**config.mk**
```make
export PLATFORM = sky130hd
export DESIGN_NAME = hum_sample_ctrl
export DESIGN_NICKNAME = d
export VERILOG_FILES = /design/src/rtl/hum_pkg.sv /design/src/rtl/hum_sample_ctrl_avg4.sv /design/src/rtl/hum_sample_ctrl.sv
export SDC_FILE = /design/constraint.sdc
export NUM_CORES = 1
export LEC_CHECK = 0
export CAP_MARGIN = 0
export CORE_ASPECT_RATIO = 0.9
export CORE_MARGIN = 10
export CORE_UTILIZATION = 53
export CTS_CLUSTER_DIAMETER = 80
export DETAILED_ROUTE_END_ITERATION = 8
export PLACE_DENSITY = 0.92
export SETUP_SLACK_MARGIN = 0.05
export SLEW_MARGIN = 5
export SYNTH_ARGS = -nofsm -noshare
export SYNTH_HDL_FRONTEND = slang
export SYNTH_SLANG_ARGS = --single-unit
```
**constraint.sdc**
```tcl
create_clock -name pclk -period 7.4 [get_ports pclk]
set_input_delay 1.11 -clock pclk [delete_from_list [all_inputs] [get_ports pclk]]
set_output_delay 1.11 -clock pclk [all_outputs]
set_load 0.005 [all_outputs]
```
**src/rtl/hum_pkg.sv**
```systemverilog
// Shared types and default sizes for the humidity sampling sequencer.
package hum_pkg;

    localparam int HUM_DATA_W    = 16;
    localparam int HUM_PERIOD_W  = 8;
    localparam int HUM_TIMEOUT_S = 2;

    typedef enum logic [2:0] {
        ST_IDLE,
        ST_WAIT_PERIOD,
        ST_REQ,
        ST_WAIT_DATA,
        ST_UPDATE
    } hum_state_e;

endpackage

```
**src/rtl/hum_sample_ctrl_avg4.sv**
```systemverilog
// hum_avg4: 4-entry moving-average window; the first push after a clear fills every slot.
module hum_avg4 #(
    parameter int DATA_W = 16
) (
    input  logic              clk,
    input  logic              srst,
    input  logic              i_clr,
    input  logic              i_push,
    input  logic [DATA_W-1:0] i_data,
    output logic [DATA_W-1:0] o_avg
);

    logic [DATA_W-1:0] r_win [4];
    logic              r_filled;
    logic [DATA_W+1:0] w_ext [4];
    logic [DATA_W+1:0] w_sum;

    always_ff @(posedge clk) begin
        if (srst || i_clr) begin
            r_filled <= 1'b0;
            for (int i = 0; i < 4; i++) r_win[i] <= '0;
        end else if (i_push) begin
            r_filled <= 1'b1;
            r_win[0] <= i_data;
            for (int i = 1; i < 4; i++) r_win[i] <= r_filled ? r_win[i-1] : i_data;
        end
    end

    for (genvar gi = 0; gi < 4; gi++) begin : g_ext
        assign w_ext[gi] = {2'b00, r_win[gi]};
    end

    assign w_sum = w_ext[0] + w_ext[1] + w_ext[2] + w_ext[3];
    assign o_avg = w_sum[DATA_W+1:2];

endmodule

```
**src/rtl/hum_sample_ctrl.sv**
```systemverilog
// Humidity sampling sequencer: periodic sensor request, capture, alarm and timeout.
// Define HUM_AVG_EN to publish a 4-sample moving average instead of the raw sample.
module hum_sample_ctrl
    import hum_pkg::*;
#(
    parameter int DATA_W    = HUM_DATA_W,
    parameter int PERIOD_W  = HUM_PERIOD_W,
    parameter int TIMEOUT_S = HUM_TIMEOUT_S
) (
    input  logic                pclk,
    input  logic                preset,
    input  logic                ctrl_en,
    input  logic [PERIOD_W-1:0] period_s,
    input  logic [DATA_W-1:0]   hum_thr_hi,
    input  logic [DATA_W-1:0]   hum_thr_lo,
    input  logic                timeout_clr,
    input  logic                count_eq_1s,
    output logic                hum_counter_en,
    output logic                hum_counter_clr,
    output logic                meas_req,
    input  logic                meas_ack,
    input  logic [DATA_W-1:0]   meas_data,
    output logic [DATA_W-1:0]   hum_data,
    output logic                hum_data_vld,
    output logic                hum_alarm,
    output logic                meas_timeout
);

    localparam int TO_W  = $clog2(TIMEOUT_S + 1);
    localparam int CNT_W = (PERIOD_W > TO_W) ? PERIOD_W : TO_W;
    localparam logic [CNT_W:0] TO_LIM = (CNT_W+1)'(TIMEOUT_S);

    hum_state_e        r_state, w_next;
    logic [CNT_W-1:0]  r_sec_cnt, w_sec_next;
    logic [CNT_W:0]    w_sec_inc, w_period_eff;
    logic              r_meas_req, w_req_next;
    logic              r_vld, r_alarm, r_timeout;
    logic [DATA_W-1:0] r_hum_data, w_proc;
    logic              w_cnt_en, w_cnt_clr, w_capture, w_to_set, w_publish;

    assign w_sec_inc    = {1'b0, r_sec_cnt} + (CNT_W+1)'(1);
    assign w_period_eff = (period_s == '0) ? (CNT_W+1)'(1) : (CNT_W+1)'(period_s);

    always_comb begin
        w_next     = r_state;
        w_sec_next = r_sec_cnt;
        w_req_next = r_meas_req;
        w_cnt_en   = 1'b0;
        w_cnt_clr  = 1'b0;
        w_capture  = 1'b0;
        w_to_set   = 1'b0;
        w_publish  = 1'b0;
        if (!ctrl_en) begin
            // Abort from any state; a late ack is simply not looked at in IDLE.
            w_next     = ST_IDLE;
            w_sec_next = '0;
            w_req_next = 1'b0;
            w_cnt_clr  = 1'b1;
        end else begin
            case (r_state)
                ST_IDLE: begin
                    w_cnt_clr  = 1'b1;
                    w_sec_next = '0;
                    w_next     = ST_WAIT_PERIOD;
                end
                ST_WAIT_PERIOD: begin
                    w_cnt_en = 1'b1;
                    if (count_eq_1s) begin
                        w_cnt_clr = 1'b1;
                        if (w_sec_inc >= w_period_eff) begin
                            w_sec_next = '0;
                            w_req_next = 1'b1;
                            w_next     = ST_REQ;
                        end else begin
                            w_sec_next = w_sec_inc[CNT_W-1:0];
                        end
                    end
                end
                ST_REQ: begin
                    w_req_next = 1'b1;
                    w_sec_next = '0;
                    w_next     = ST_WAIT_DATA;
                end
                ST_WAIT_DATA: begin
                    w_cnt_en = 1'b1;
                    // Ack is checked first so it beats a coincident final second.
                    if (meas_ack) begin
                        w_capture  = 1'b1;
                        w_req_next = 1'b0;
                        w_next     = ST_UPDATE;
                    end else if (count_eq_1s) begin
                        if (w_sec_inc >= TO_LIM) begin
                            w_to_set   = 1'b1;
                            w_req_next = 1'b0;
                            w_sec_next = '0;
                            w_next     = ST_WAIT_PERIOD;
                        end else begin
                            w_sec_next = w_sec_inc[CNT_W-1:0];
                        end
                    end
                end
                ST_UPDATE: begin
                    w_publish  = 1'b1;
                    w_sec_next = '0;
                    w_next     = ST_WAIT_PERIOD;
                end
                default: w_next = ST_IDLE;
            endcase
        end
    end

`ifdef HUM_AVG_EN
    hum_avg4 #(.DATA_W(DATA_W)) u_avg (
        .clk    (pclk),
        .srst   (preset),
        .i_clr  (r_state == ST_IDLE),
        .i_push (w_capture),
        .i_data (meas_data),
        .o_avg  (w_proc)
    );
`else
    logic [DATA_W-1:0] r_sample;

    always_ff @(posedge pclk) begin
        if (preset)         r_sample <= '0;
        else if (w_capture) r_sample <= meas_data;
    end

    assign w_proc = r_sample;
`endif

    always_ff @(posedge pclk) begin
        if (preset) begin
            r_state    <= ST_IDLE;
            r_sec_cnt  <= '0;
            r_meas_req <= 1'b0;
            r_vld      <= 1'b0;
            r_alarm    <= 1'b0;
            r_timeout  <= 1'b0;
            r_hum_data <= '0;
        end else begin
            r_state    <= w_next;
            r_sec_cnt  <= w_sec_next;
            r_meas_req <= w_req_next;
            r_vld      <= w_publish;
            if (w_publish) begin
                r_hum_data <= w_proc;
                if (w_proc > hum_thr_hi)      r_alarm <= 1'b1;
                else if (w_proc < hum_thr_lo) r_alarm <= 1'b0;
            end
            if (w_to_set)         r_timeout <= 1'b1;
            else if (timeout_clr) r_timeout <= 1'b0;
        end
    end

    // Counter strobes are combinational; hold them low while reset is asserted.
    assign hum_counter_en  = w_cnt_en  & ~preset;
    assign hum_counter_clr = w_cnt_clr & ~preset;
    assign meas_req        = r_meas_req;
    assign hum_data        = r_hum_data;
    assign hum_data_vld    = r_vld;
    assign hum_alarm       = r_alarm;
    assign meas_timeout    = r_timeout;

endmodule

```
==> flow_metrics.py <==
metrics = {
    "routing": {
        "vias": 3116,
        "vias_per_cell": 5.63,
        "wl_per_cell_microns": 15.5,
        "drc": 0,
        "drt_iter0_drc": 124,
        "drtPass1Iterations": 4,
        "routed_wirelength_microns": 8590,
        "ant_nets": 0,
    },
    "clock_tree": {
        "cts.sinks": 47,
        "root_buffer": "clkbuf_8",
        "cts_buffers": 5,
        "cts_tree": "done",
        "clock_latency_ps": 290,
        "cts-resized-gates": 0,
        "clk_pin_slew_ps": 80,
        "hold_buffers": 0,
        "htreeDepth": 2,
        "postCtsSetupBuffers": 0,
        "cts_buffer_depth": 2,
    },
    "sta": {
        "worst_slack_ps": 3290,
        "hold_viol_final": 0,
        "slew_headroom_pct": 40.7,
        "fin_setup_tns_ps": 0,
        "grt_setup_unrepaired": "false",
        "setup_violations": 0,
        "max_clock_freq_ghz": 0.243,
        "fin_crit_sh_pct": 55.5,
        "skew_ps": 3.51,
        "slew_violations": 0,
        "period_minus_slack_ps": 4110,
        "worst_pin_slew_ps": 884,
    },
    "cells_and_area": {
        "diodes": 0,
        "syn_to_final_growth_pct": 29.5,
        "drive_above_1_share_pct": 3.31,
        "final_area_sq_um": 4040,
        "finish.cell_count_without_fillers": 553,
        "final_nets": 585,
    },
    "synthesis": {
        "synth_common_cells": "83 x nand2_1, 47 x dfxtp_1, 43 x inv_1, 42 x a21oi_1, 41 x ha_1",
        "syn_area_sq_um": 3120,
        "synth_most_common_cell": "nand2_1",
        "yosysWarnings": 0,
        "syn-num-nets": 513,
        "synth_top_flop_cell": "dfxtp_1",
        "synth_top_area_share_pct": 30.1,
        "synthTopCellsByArea": "dfxtp_1 30%, ha_1 16%, nand2_1 10%, a21oi_1 6.7%, inv_1 5.2%",
        "synth_cells": 410,
        "yosysSeqAreaShare_pct": 30.1,
        "synth_edf_count": 0,
        "ys_ff_latch": 47,
        "synth_area_leader_cell": "dfxtp_1",
        "synth.lib_cells_used.distinct": 50,
        "avgSynthCellArea_sq_um": 7.61,
        "async_reset_ff_share_pct": 0,
    },
    "floorplanning": {
        "fp-row-count": 26,
        "dieWidth_microns": 101,
        "die_y_microns": 92.8,
        "ioPinCount": 84,
        "fp.dieArea_sq_um": 9360,
        "core_sq_um": 5690,
        "initial_core_util_pct": 54.8,
    },
    "pwr": {
        "powerDensity_nw_per_um2": 116,
        "pwr-share-seq_pct": 54.1,
        "leakagePower_uw": 0.00176,
        "vdd_drop_max_mv": 0.104,
        "combPwrFrac_pct": 14.6,
        "p_clk_share_pct": 31.3,
        "p_total_uw": 469,
        "p_int_uw": 360,
        "sw_frac_of_total_pct": 23.3,
        "power.switching_uw": 109,
    },
    "placement": {
        "numPortBuffers": 83,
        "hpwl_microns": 7000,
        "placed_area_sq_um": 3960,
        "place_inst": 545,
        "preCtsSetupSlack_ps": 3310,
        "place_congestion": 0.874,
    },
    "hold_path": {
        "hold_start": "hum_data[5]$_SDFFE_PP0P_",
        "hp-class": "reg2reg",
    },
    "global_route": {
        "grt_max_degree": 39,
        "grt_antenna_before_repair": 0,
        "gr-total-overflow": 0,
        "grt.total_usage_pct": 17.8,
        "grt_pass1_vias": 3099,
        "grt_pass1_wl_microns": 14000,
    },
    "setup_path": {
        "r2r_start": "r_sec_cnt[0]$_SDFFE_PP0P_",
        "slowest_stage": "clkdlybuf4s50_1",
        "startpoint": "preset",
        "cp-start-kind": "primary input",
        "end_kind": "output pin",
        "cp.required_ps": 6290,
        "cp_common_cell": "clkdlybuf4s50_1",
        "path_max_fanout": 38,
        "path_cells": "clkdlybuf4s50_1 > buf_4 > nand2b_1 > nor3_1 > clkdlybuf4s50_1",
        "path_class": "in2out",
        "slowest_delay_ps": 560,
        "worst-endpoint-arrival_ps": 3000,
    },
    "run": {
        "cap_violations": 0,
    },
    "outcome": {
        "run_status": "complete, no violations",
    },
}
==> routing by layer <==
metal  global-route usage, %  share of wire (%)  vias to the layer above
li1                        -                  -                     1556
met1                    19.2                 40                     1453
met2                    33.2                 52                       95
met3                    5.13                7.1                       12
met4                    4.06                1.3                        0
met5                       0                  0                        -
==> registers in the layout (all words and copies together) (netlist names) <==
register / count
hum_alarm: 1
hum_data: 16
hum_data_vld: 1
meas_req: 1
meas_timeout: 1
r_sample: 16
r_sec_cnt: 8
r_state: 3
==> cell type report <==
class | instances | area (sq um)
Clock inverter | 1 | 5.00
Clock buffer | 7 | 76.3
Timing Repair Buffer | 84 | 838
Multi-Input combinational cell | 300 | 1930
Tap cell | 70 | 87.6
Fill cell | 461 | 1650
Sequential cell | 47 | 941
Inverter | 44 | 165
==> power groups by stage <==
stage / registers, uW / logic (uW) / clock network (uW)
final: 254 / 68.4 / 147
after global routing: 254 / 75.1 / 157
after floorplan: 260 / 27.0 / 0
after detailed placement: 260 / 68.1 / 0
after global placement: 260 / 65.8 / 0
after CTS: 254 / 68.4 / 147
==> worst max-delay path: cells and delay by family <==
kind | cells | cell delay [ps]
buffers and inverters | 3 | 1210
and+or+nand+nor | 2 | 680
==> final timing paths <==
check	cells past startpoint	to	slack (ps)
setup / recovery	5	hum_counter_en	3290
hold reg to reg	2	hum_data[5]$_SDFFE_PP0P_	460
hold / removal	2	hum_data[5]$_SDFFE_PP0P_	460
setup reg to reg	11	r_sec_cnt[7]$_SDFFE_PP0P_	4100
==> layout by cell type, fill, tap and decap left out, drive strengths merged, types with 2 or more instances in the layout <==
master	netlist	final
a2111oi	3	3
a211o	3	3
a211oi	5	5
a21o	11	11
a21oi	42	42
a31oi	3	3
and3	4	4
clkbuf	14	7
clkdlybuf4s50	0	83
dfxtp	47	47
ha	41	41
inv	44	44
nand2	84	84
nand2b	2	2
nand3	18	18
nand4	7	7
nor2	19	19
nor2b	4	4
nor3	4	4
nor4	2	2
o21ai	17	17
o22a	2	2
o22ai	2	2
o32ai	2	2
or3	3	3
xnor2	3	3
xor2	4	4
==> logic make-up after synthesis <==
group / Yosys count / share of synthesized area (%)
simple gates: 149 / 20.9
fa+ha+maj: 41 / 16.4
xor+xnor: 7 / 1.96
buf+inv: 63 / 8.02
flops: 47 / 30.1
compound gates: 102 / 22.2
mux: 1 / 0.321
==> through the flow <==
step	utilization [%]	hold WS (ps)
final	71.0	458
after global routing	71.0	482
after floorplan	-	447
after detailed placement	69.6	448
after global placement	69.6	443
after CTS	71.0	459
Note: power is estimated with default switching activity, not from simulation.
